$ cat src/rtl/pc_seq_pkg.sv
// Shared types and defaults for the pc_sequencer fetch front end.
// The optional trap redirect (macro PC_SEQ_TRAP_EN) uses TRAP_VECTOR_DEF as its default vector.
`timescale 1ns/1ps
package pc_seq_pkg;

    typedef logic [63:0] addr_t;

    typedef enum logic [1:0] {
        ST_BOOT     = 2'd0,
        ST_ISSUE    = 2'd1,
        ST_WAIT_ACK = 2'd2,
        ST_HOLD     = 2'd3
    } state_e;

    localparam addr_t PC_RESET_DEF    = 64'h0;
    localparam addr_t PC_STEP_DEF     = 64'h1;
    localparam addr_t TRAP_VECTOR_DEF = 64'h100;

    // Sequential advance; the 64-bit result truncates, so the top address wraps to zero.
    function automatic addr_t pc_advance(input addr_t pc, input addr_t step);
        return pc + step;
    endfunction

endpackage

$ cat src/rtl/pc_redirect_sel.sv
// Combinational next-pc select: trap > branch > pending redirect > sequential advance.
// The trap input exists only when PC_SEQ_TRAP_EN is defined.
`timescale 1ns/1ps
module pc_redirect_sel
    import pc_seq_pkg::*;
#(
    parameter addr_t PC_STEP = PC_STEP_DEF
`ifdef PC_SEQ_TRAP_EN
    ,
    parameter addr_t TRAP_VECTOR = TRAP_VECTOR_DEF
`endif
) (
    input  logic  accept_i,
    input  logic  idle_i,
    input  logic  branch_valid_i,
    input  addr_t branch_target_i,
`ifdef PC_SEQ_TRAP_EN
    input  logic  trap_valid_i,
`endif
    input  logic  pend_valid_i,
    input  addr_t pend_target_i,
    input  addr_t pc_i,
    output addr_t next_pc_o,
    output logic  drop_o,
    output logic  pend_set_o,
    output logic  pend_clr_o,
    output addr_t redir_target_o
);

    logic  redir_now;
    addr_t redir_tgt;

    always_comb begin
        redir_now = branch_valid_i;
        redir_tgt = branch_target_i;
`ifdef PC_SEQ_TRAP_EN
        if (trap_valid_i) begin
            redir_now = 1'b1;
            redir_tgt = TRAP_VECTOR;
        end
`endif
    end

    always_comb begin
        next_pc_o  = pc_i;
        drop_o     = 1'b0;
        pend_set_o = 1'b0;
        pend_clr_o = 1'b0;
        if (accept_i) begin
            // A same-cycle redirect beats an older pending one; either drops the response.
            pend_clr_o = 1'b1;
            if (redir_now) begin
                next_pc_o = redir_tgt;
                drop_o    = 1'b1;
            end else if (pend_valid_i) begin
                next_pc_o = pend_target_i;
                drop_o    = 1'b1;
            end else begin
                next_pc_o = pc_advance(pc_i, PC_STEP);
            end
        end else if (idle_i) begin
            if (redir_now) begin
                next_pc_o = redir_tgt;
            end
        end else begin
            // Request outstanding: park the redirect so imem_addr stays stable until ack.
            pend_set_o = redir_now;
        end
    end

    assign redir_target_o = redir_tgt;

endmodule

$ cat src/rtl/pc_sequencer.sv
// Instruction fetch PC sequencer: one outstanding imem request, branch redirects, stall hold.
// Define PC_SEQ_TRAP_EN to add the trap_valid input and TRAP_VECTOR parameter.
`timescale 1ns/1ps
module pc_sequencer
    import pc_seq_pkg::*;
#(
    parameter addr_t PC_RESET = PC_RESET_DEF,
    parameter addr_t PC_STEP  = PC_STEP_DEF
`ifdef PC_SEQ_TRAP_EN
    ,
    parameter addr_t TRAP_VECTOR = TRAP_VECTOR_DEF
`endif
) (
    input  logic        clk,
    input  logic        rst,
    input  logic        branch_valid,
    input  logic [63:0] branch_target,
    input  logic        stall,
`ifdef PC_SEQ_TRAP_EN
    input  logic        trap_valid,
`endif
    output logic        imem_req,
    output logic [63:0] imem_addr,
    input  logic        imem_ack,
    output logic        fetch_valid,
    output logic [63:0] fetch_pc
);

    state_e state_q, state_d;
    addr_t  pc_q, pc_d;
    logic   pend_valid_q, pend_valid_d;
    addr_t  pend_tgt_q, pend_tgt_d;
    logic   fetch_valid_q, fetch_valid_d;
    addr_t  fetch_pc_q, fetch_pc_d;

    logic  accept;
    logic  idle;
    addr_t next_pc;
    logic  drop;
    logic  pend_set;
    logic  pend_clr;
    addr_t redir_tgt;

    pc_redirect_sel #(
        .PC_STEP         (PC_STEP)
`ifdef PC_SEQ_TRAP_EN
        ,
        .TRAP_VECTOR     (TRAP_VECTOR)
`endif
    ) u_redirect_sel (
        .accept_i        (accept),
        .idle_i          (idle),
        .branch_valid_i  (branch_valid),
        .branch_target_i (branch_target),
`ifdef PC_SEQ_TRAP_EN
        .trap_valid_i    (trap_valid),
`endif
        .pend_valid_i    (pend_valid_q),
        .pend_target_i   (pend_tgt_q),
        .pc_i            (pc_q),
        .next_pc_o       (next_pc),
        .drop_o          (drop),
        .pend_set_o      (pend_set),
        .pend_clr_o      (pend_clr),
        .redir_target_o  (redir_tgt)
    );

    always_ff @(posedge clk or posedge rst) begin
        if (rst) begin
            state_q <= ST_BOOT;
        end else begin
            state_q <= state_d;
        end
    end

    always_comb begin
        state_d = state_q;
        case (state_q)
            ST_BOOT:     state_d = ST_ISSUE;
            ST_ISSUE,
            ST_WAIT_ACK: begin
                if (imem_ack) begin
                    state_d = stall ? ST_HOLD : ST_ISSUE;
                end else begin
                    state_d = ST_WAIT_ACK;
                end
            end
            ST_HOLD:     state_d = stall ? ST_HOLD : ST_ISSUE;
            default:     state_d = ST_BOOT;
        endcase
    end

    always_comb begin
        imem_req  = (state_q == ST_ISSUE) || (state_q == ST_WAIT_ACK);
        imem_addr = pc_q;
        accept    = imem_req && imem_ack;
        idle      = (state_q == ST_BOOT) || (state_q == ST_HOLD);
    end

    always_comb begin
        pc_d          = next_pc;
        pend_valid_d  = pend_set ? 1'b1 : (pend_clr ? 1'b0 : pend_valid_q);
        pend_tgt_d    = pend_set ? redir_tgt : pend_tgt_q;
        fetch_valid_d = accept && !drop;
        fetch_pc_d    = (accept && !drop) ? pc_q : fetch_pc_q;
    end

    always_ff @(posedge clk or posedge rst) begin
        if (rst) begin
            pc_q          <= PC_RESET;
            pend_valid_q  <= 1'b0;
            pend_tgt_q    <= '0;
            fetch_valid_q <= 1'b0;
            fetch_pc_q    <= '0;
        end else begin
            pc_q          <= pc_d;
            pend_valid_q  <= pend_valid_d;
            pend_tgt_q    <= pend_tgt_d;
            fetch_valid_q <= fetch_valid_d;
            fetch_pc_q    <= fetch_pc_d;
        end
    end

    assign fetch_valid = fetch_valid_q;
    assign fetch_pc    = fetch_pc_q;

endmodule

$ cat config.mk
export PLATFORM = sky130hd
export DESIGN_NAME = pc_sequencer
export DESIGN_NICKNAME = d
export VERILOG_FILES = /design/src/rtl/pc_seq_pkg.sv /design/src/rtl/pc_redirect_sel.sv /design/src/rtl/pc_sequencer.sv
export SDC_FILE = /design/constraint.sdc
export NUM_CORES = 1
export LEC_CHECK = 0
export BUFFER_PORTS_ARGS = -buffer_cell sky130_fd_sc_hd__buf_2
export CAP_MARGIN = 20
export CORE_MARGIN = 3
export CORE_UTILIZATION = 40
export DETAILED_ROUTE_END_ITERATION = 7
export PLACE_DENSITY = 0.61
export SKIP_LAST_GASP = 1
export SLEW_MARGIN = 20
export SYNTH_ARGS = -nofsm -noshare
export SYNTH_HDL_FRONTEND = slang
export SYNTH_HIERARCHICAL = 1
export SYNTH_SLANG_ARGS = --single-unit
$ cat constraint.sdc
create_clock -name clk -period 6.1 [get_ports clk]
set_clock_uncertainty 0.2 [all_clocks]
set_input_delay 0 -clock clk [delete_from_list [all_inputs] [get_ports clk]]
set_output_delay 0 -clock clk [all_outputs]
set_load 0.005 [all_outputs]
== Word level (Yosys, flattened, before mapping) ==
Cells that the tools add are included.
Storage, ports and cells
  word-level logic and storage cells: 37
  register bits: 196
  bits of input ports: 69
Operators by class
  reductions and logical operators: 11
  $add $sub $neg: 1
  mux-type cells: 16
  eq/ne operators: 3
Operator list (count)
  64-bit two-way mux: 5
  64-bit by 1-bit adder with 64-bit output (second input constant): 1
  1-bit two-way mux: 8
  2-bit one-hot mux with 3 select lines: 1
  2-bit nonzero test: 3
  2-bit == test (second input constant): 2
  2-bit two-way mux: 2
  2-bit by 1-bit == test with 1-bit output (second input constant): 1
  1-bit logical AND: 2
  2-bit logical NOT: 1
  1-bit logical OR: 2
  2-bit AND reduction: 1
  2-bit OR reduction: 1
  1-bit logical NOT: 1

== Longest topological paths before layout ==
  depth in word-level cells: 6
  gate-level depth with buffers: 11

== Cells and area by module ==
The synthesis kept the hierarchy.
By module, submodules not included
  pc_sequencer: area an instance 6729.0 µm², cells an instance 353, instances 1
  pc_redirect_sel: area an instance 4042.6 µm², cells an instance 656, instances 1

== Worst setup path after synthesis ==
OpenSTA, ideal clock, no wires.
  path type: flip-flop to flip-flop
  from: register state_q[0]
  to: register pend_tgt_q[10]
  path buffers: 5
  required time: 5.775 ns
  setup slack: 3.395 ns
  stages on the path, launching flop included: 11
  arrival time: 2.380 ns
  period minus slack after synthesis: 2.705 ns
  path through: dfrtp_1 inv_1 ha_1 inv_1 clkbuf_1 buf_1 clkbuf_1 nor3_1 buf_2 buf_2 mux2_2
Between the ends
  word-level cells in the longest chain between the ends: 4
RTL lines
  start, declared: line pc_sequencer.sv:29  | state_e state_q, state_d;
  start signal, assigned: line pc_sequencer.sv:72  | state_q <= state_d;
  2-bit by 1-bit == test with 1-bit output or 2-bit == test (tied branches): line pc_sequencer.sv:94  | imem_req = (state_q == ST_ISSUE) || (state_q == ST_WAIT_ACK);
  1-bit logical OR *: line pc_sequencer.sv:94
  via imem_req: line pc_sequencer.sv:22  | output logic imem_req,
  1-bit logical AND *: line pc_sequencer.sv:96  | accept = imem_req && imem_ack;
  1-bit two-way mux *: line pc_redirect_sel.sv:49  | if (accept_i) begin
  via pend_set: line pc_sequencer.sv:40  | logic pend_set;
  end signal, assigned: line pc_sequencer.sv:118  | pend_tgt_q <= pend_tgt_d;
  end, declared: line pc_sequencer.sv:32  | addr_t pend_tgt_q, pend_tgt_d;
Mark *: on every way through the listed nets, which the timed path passes. The rest lies on a longest branch.
A chain may end at the register's enable or synchronous reset.

== Worst setup path in the final report ==
  from: register state_q[0]
  to: register pc_q[58], in the netlist imem_addr[58]
RTL lines
  2-bit == test or 2-bit logical NOT (tied branches): line pc_sequencer.sv:97  | idle = (state_q == ST_BOOT) || (state_q == ST_HOLD);
  1-bit logical OR *: line pc_sequencer.sv:97
  via idle: line pc_sequencer.sv:37  | logic idle;
  2-bit nonzero test (no line) *
  2-bit AND reduction (no line) *
  end signal, assigned: line pc_sequencer.sv:116  | pc_q <= pc_d;
  end, declared: line pc_sequencer.sv:30  | addr_t pc_q, pc_d;
Marked as above.

==> metrics.txt <==
status completed; placer congestion estimate approximately 0.86; area of placed instances 11,500 um2; final worst slack between 2 and 3 ns; fin util approximately half; initial DRC count between 600 and 700; Setup-failing EPs final 0; period utilization a little under three fifths; crit end category flip-flop; Max stage delay on crit path 0.60 ns; delay-heaviest family, CP buffers and inverters; most common cell after layout, fill and taps aside buf_2; Cell Rows 59; Syn Area/Cell 10.7 um2; Die Span Y ~170 um; Final Hold Fails 0; cell count after synthesis roughly 1,000; Tot GR Track Use a little over a fifth; WL/cell around 20 um; CTS max path bufs 2; syn_nets between 1,000 and 1,500; DP HPWL about 21,000 um; PwrDens between 500 and 600 nW/um2; Antenna Nets Post-Route 0; H-tree levels 4; Post-route DRC 0; Yosys cell types 67; RSZ-0062 raised after global routing false; Worst setup SP type flip-flop; layout cell share with drive strength beyond 1 between 30% and 40%; Boundary Pins roughly 200; TritonCTS clock tree done; die area 28,900 um2; drt first pass iters 5; via count 8,814; type of the worst setup path flip-flop to flip-flop; TritonCTS buffer count 17; CORE AREA around 26,000 um2; Post-synth ARST share 100%; CTS clk-pin slew, worst paths around 0.070 ns; P_leak 5.58 nW; DR vias/cell around 5.8; CP cell instances inv_1 > ha_1 > inv_1 > buf_4 > and2_1 > nor2_2 > buf_4 > a22o_1 > a21oi_1 > o21ai_0; sequential area share after synthesis a little under half; minimum clock period approximately 3.4 ns; post-CTS sizing 0; Max Slew Vio Count 0; initial antenna violation count 1; worst-skew pair later-pin latency ~0.44 ns; Worst-Margin Slew ~0.94 ns; synthesis-stage register bit count a little under 200; Hold WC Path Type input pin to asynchronous set/reset pin; first-pass GRT wire length between 40,000 and 50,000 um; worst vdd ir between 0.0002 and 0.00025 V; slowest CP cell and2_1; Post-synth EDFFs 0; # fillers 2,417; GR Overflow Total 0; commonest cells after routing, fill and taps aside buf_2, dfrtp_1, mux2_2; vias in the first global route between 8,000 and 9,000; Yosys Warn Count 6; largest net degree at the start of global routing around 130; critical path peak fanout 28; Initial Util between 40% and 50%; Post-synth top flop dfrtp_1; synth-to-layout area growth 19.2%; IO buf count about 200; max-cap violations 0; WHS between 0.1 and 0.15 ns; Critical Path Start state_q[0]; Root Buffer clkbuf_16; Slew Limit Headroom a little under two fifths; Finished Cell Area 12,800 um2; fmax slightly below 300 MHz; Num Clock Sinks 196; chip width approximately 170 um; WP data arrival 3.54 ns; CP required approximately 6.2 ns; Syn Std Cell Area roughly 11,000 um2; RR Startpoint state_q[0]; setup_tns 0 ns; Critical path buffers and inverters 4; Nets around 1,300; WL final around 32,000 um; placement-stage worst setup slack between 2 and 3 ns
metal layers:
layer / GRT usage, % / vias to the layer above / part of all wire, %
li1: - / 4004 / -
met5: 0 / - / 0
met1: 31.0 / 4428 / 46
met4: 5.86 / 0 / 1.9
met3: 4.00 / 47 / 5.6
met2: 33.6 / 335 / 46
cells by family (layout without fill, tap and decap cells):
| kind of cell | after synthesis | in the layout | share of synthesized area, % |
|---|---|---|---|
| compound gates | 247 | 247 | 14.9 |
| xor+xnor | 34 | 34 | 2.76 |
| fa+ha+maj | 3 | 3 | 0.349 |
| buf+inv | 148 | 334 | 8.39 |
| flops | 196 | 196 | 45.5 |
| mux | 136 | 136 | 15.9 |
| other cells | 0 | 1 | 0 |
| simple gates | 245 | 245 | 12.2 |
report_power, final:
| part | internal (mW) | total (mW) | leakage (nW) | switching [mW] |
|---|---|---|---|---|
| logic | 1.65 | 3.21 | 2.98 | 1.57 |
| clock network | 0.773 | 1.29 | 0.319 | 0.522 |
| registers | 1.98 | 2.71 | 2.28 | 0.730 |
state kept, by name (all words and copies together) (netlist names):
name and cells:
fetch_valid 1, pend_tgt_q 64, pend_valid_q 1, state_q 2
fetch_pc 64, imem_addr 64
through the flow:
stage	std cells	total power, mW
finish	1531	7.21
global route	1531	7.70
CTS	1530	7.26
detailed placement	1430	5.91
global placement	1430	5.81
floorplan	1009	4.79
repair_timing:
item	in CTS	in global routing
hold buffers	68	0
endpoints found under the hold margin	259	0
buffers inserted	0	0
final cells by class:
class                   instances  area [um2]  share of cell area, %
diodes                          1        2.50                 0.0195
clock buffers                  20         437                   3.40
clock inverters                12         224                   1.74
inverters                      21        86.3                  0.672
multi-input cells             665        4980                   38.8
flip-flops and latches        196        4910                   38.2
well taps                     335         419                   3.26
repair buffers                281        1790                   13.9
cell usage after synthesis (5+ instances only):
library cell    n  area [um2]
a211o_1         6        52.6
a211oi_1       11        82.6
a21oi_1        55         275
a22o_1          8        70.1
a22oi_1        15         113
a32oi_1        10        87.6
and2_1          5        31.3
and3_1         11        68.8
and4_1          9        78.8
buf_1           6        22.5
buf_2          13        65.1
buf_4          66         495
buf_6           7        78.8
clkbuf_1       31         116
dfrtp_1       196        4900
inv_1          19        71.3
mux2_2         81         912
mux2_4         49         736
mux2i_1         6        60.1
nand2_1        66         248
nand3_1        29         145
nand4_1        17         106
nor2_1         37         139
nor2b_1        14        87.6
nor3_1         24         120
nor4_1         12        75.1
o211ai_1       21         158
o21ai_0        57         285
o221ai_1        8        70.1
o22ai_1        24         150
xnor2_1        20         175
xor2_1         14         123
final timing paths:
kind / cells past startpoint / slack (ns) / end
max: 10 / 2.67 / imem_addr[58]
min: 3 / 0.13 / fetch_pc[20]
max reg2reg: 10 / 2.67 / imem_addr[58]
min reg2reg: 1 / 0.30 / fetch_pc[6]
max in group asynchronous: 4 / 4.07 / pend_valid_q
min in group clk: 3 / 0.16 / pend_tgt_q[23]
worst min-delay path, stage by stage:
cell and delay [ns]:
dlygate4sd3_1 0.53, buf_2 0.15, inv_8 0.62
(Power assumes the default switching activity.)
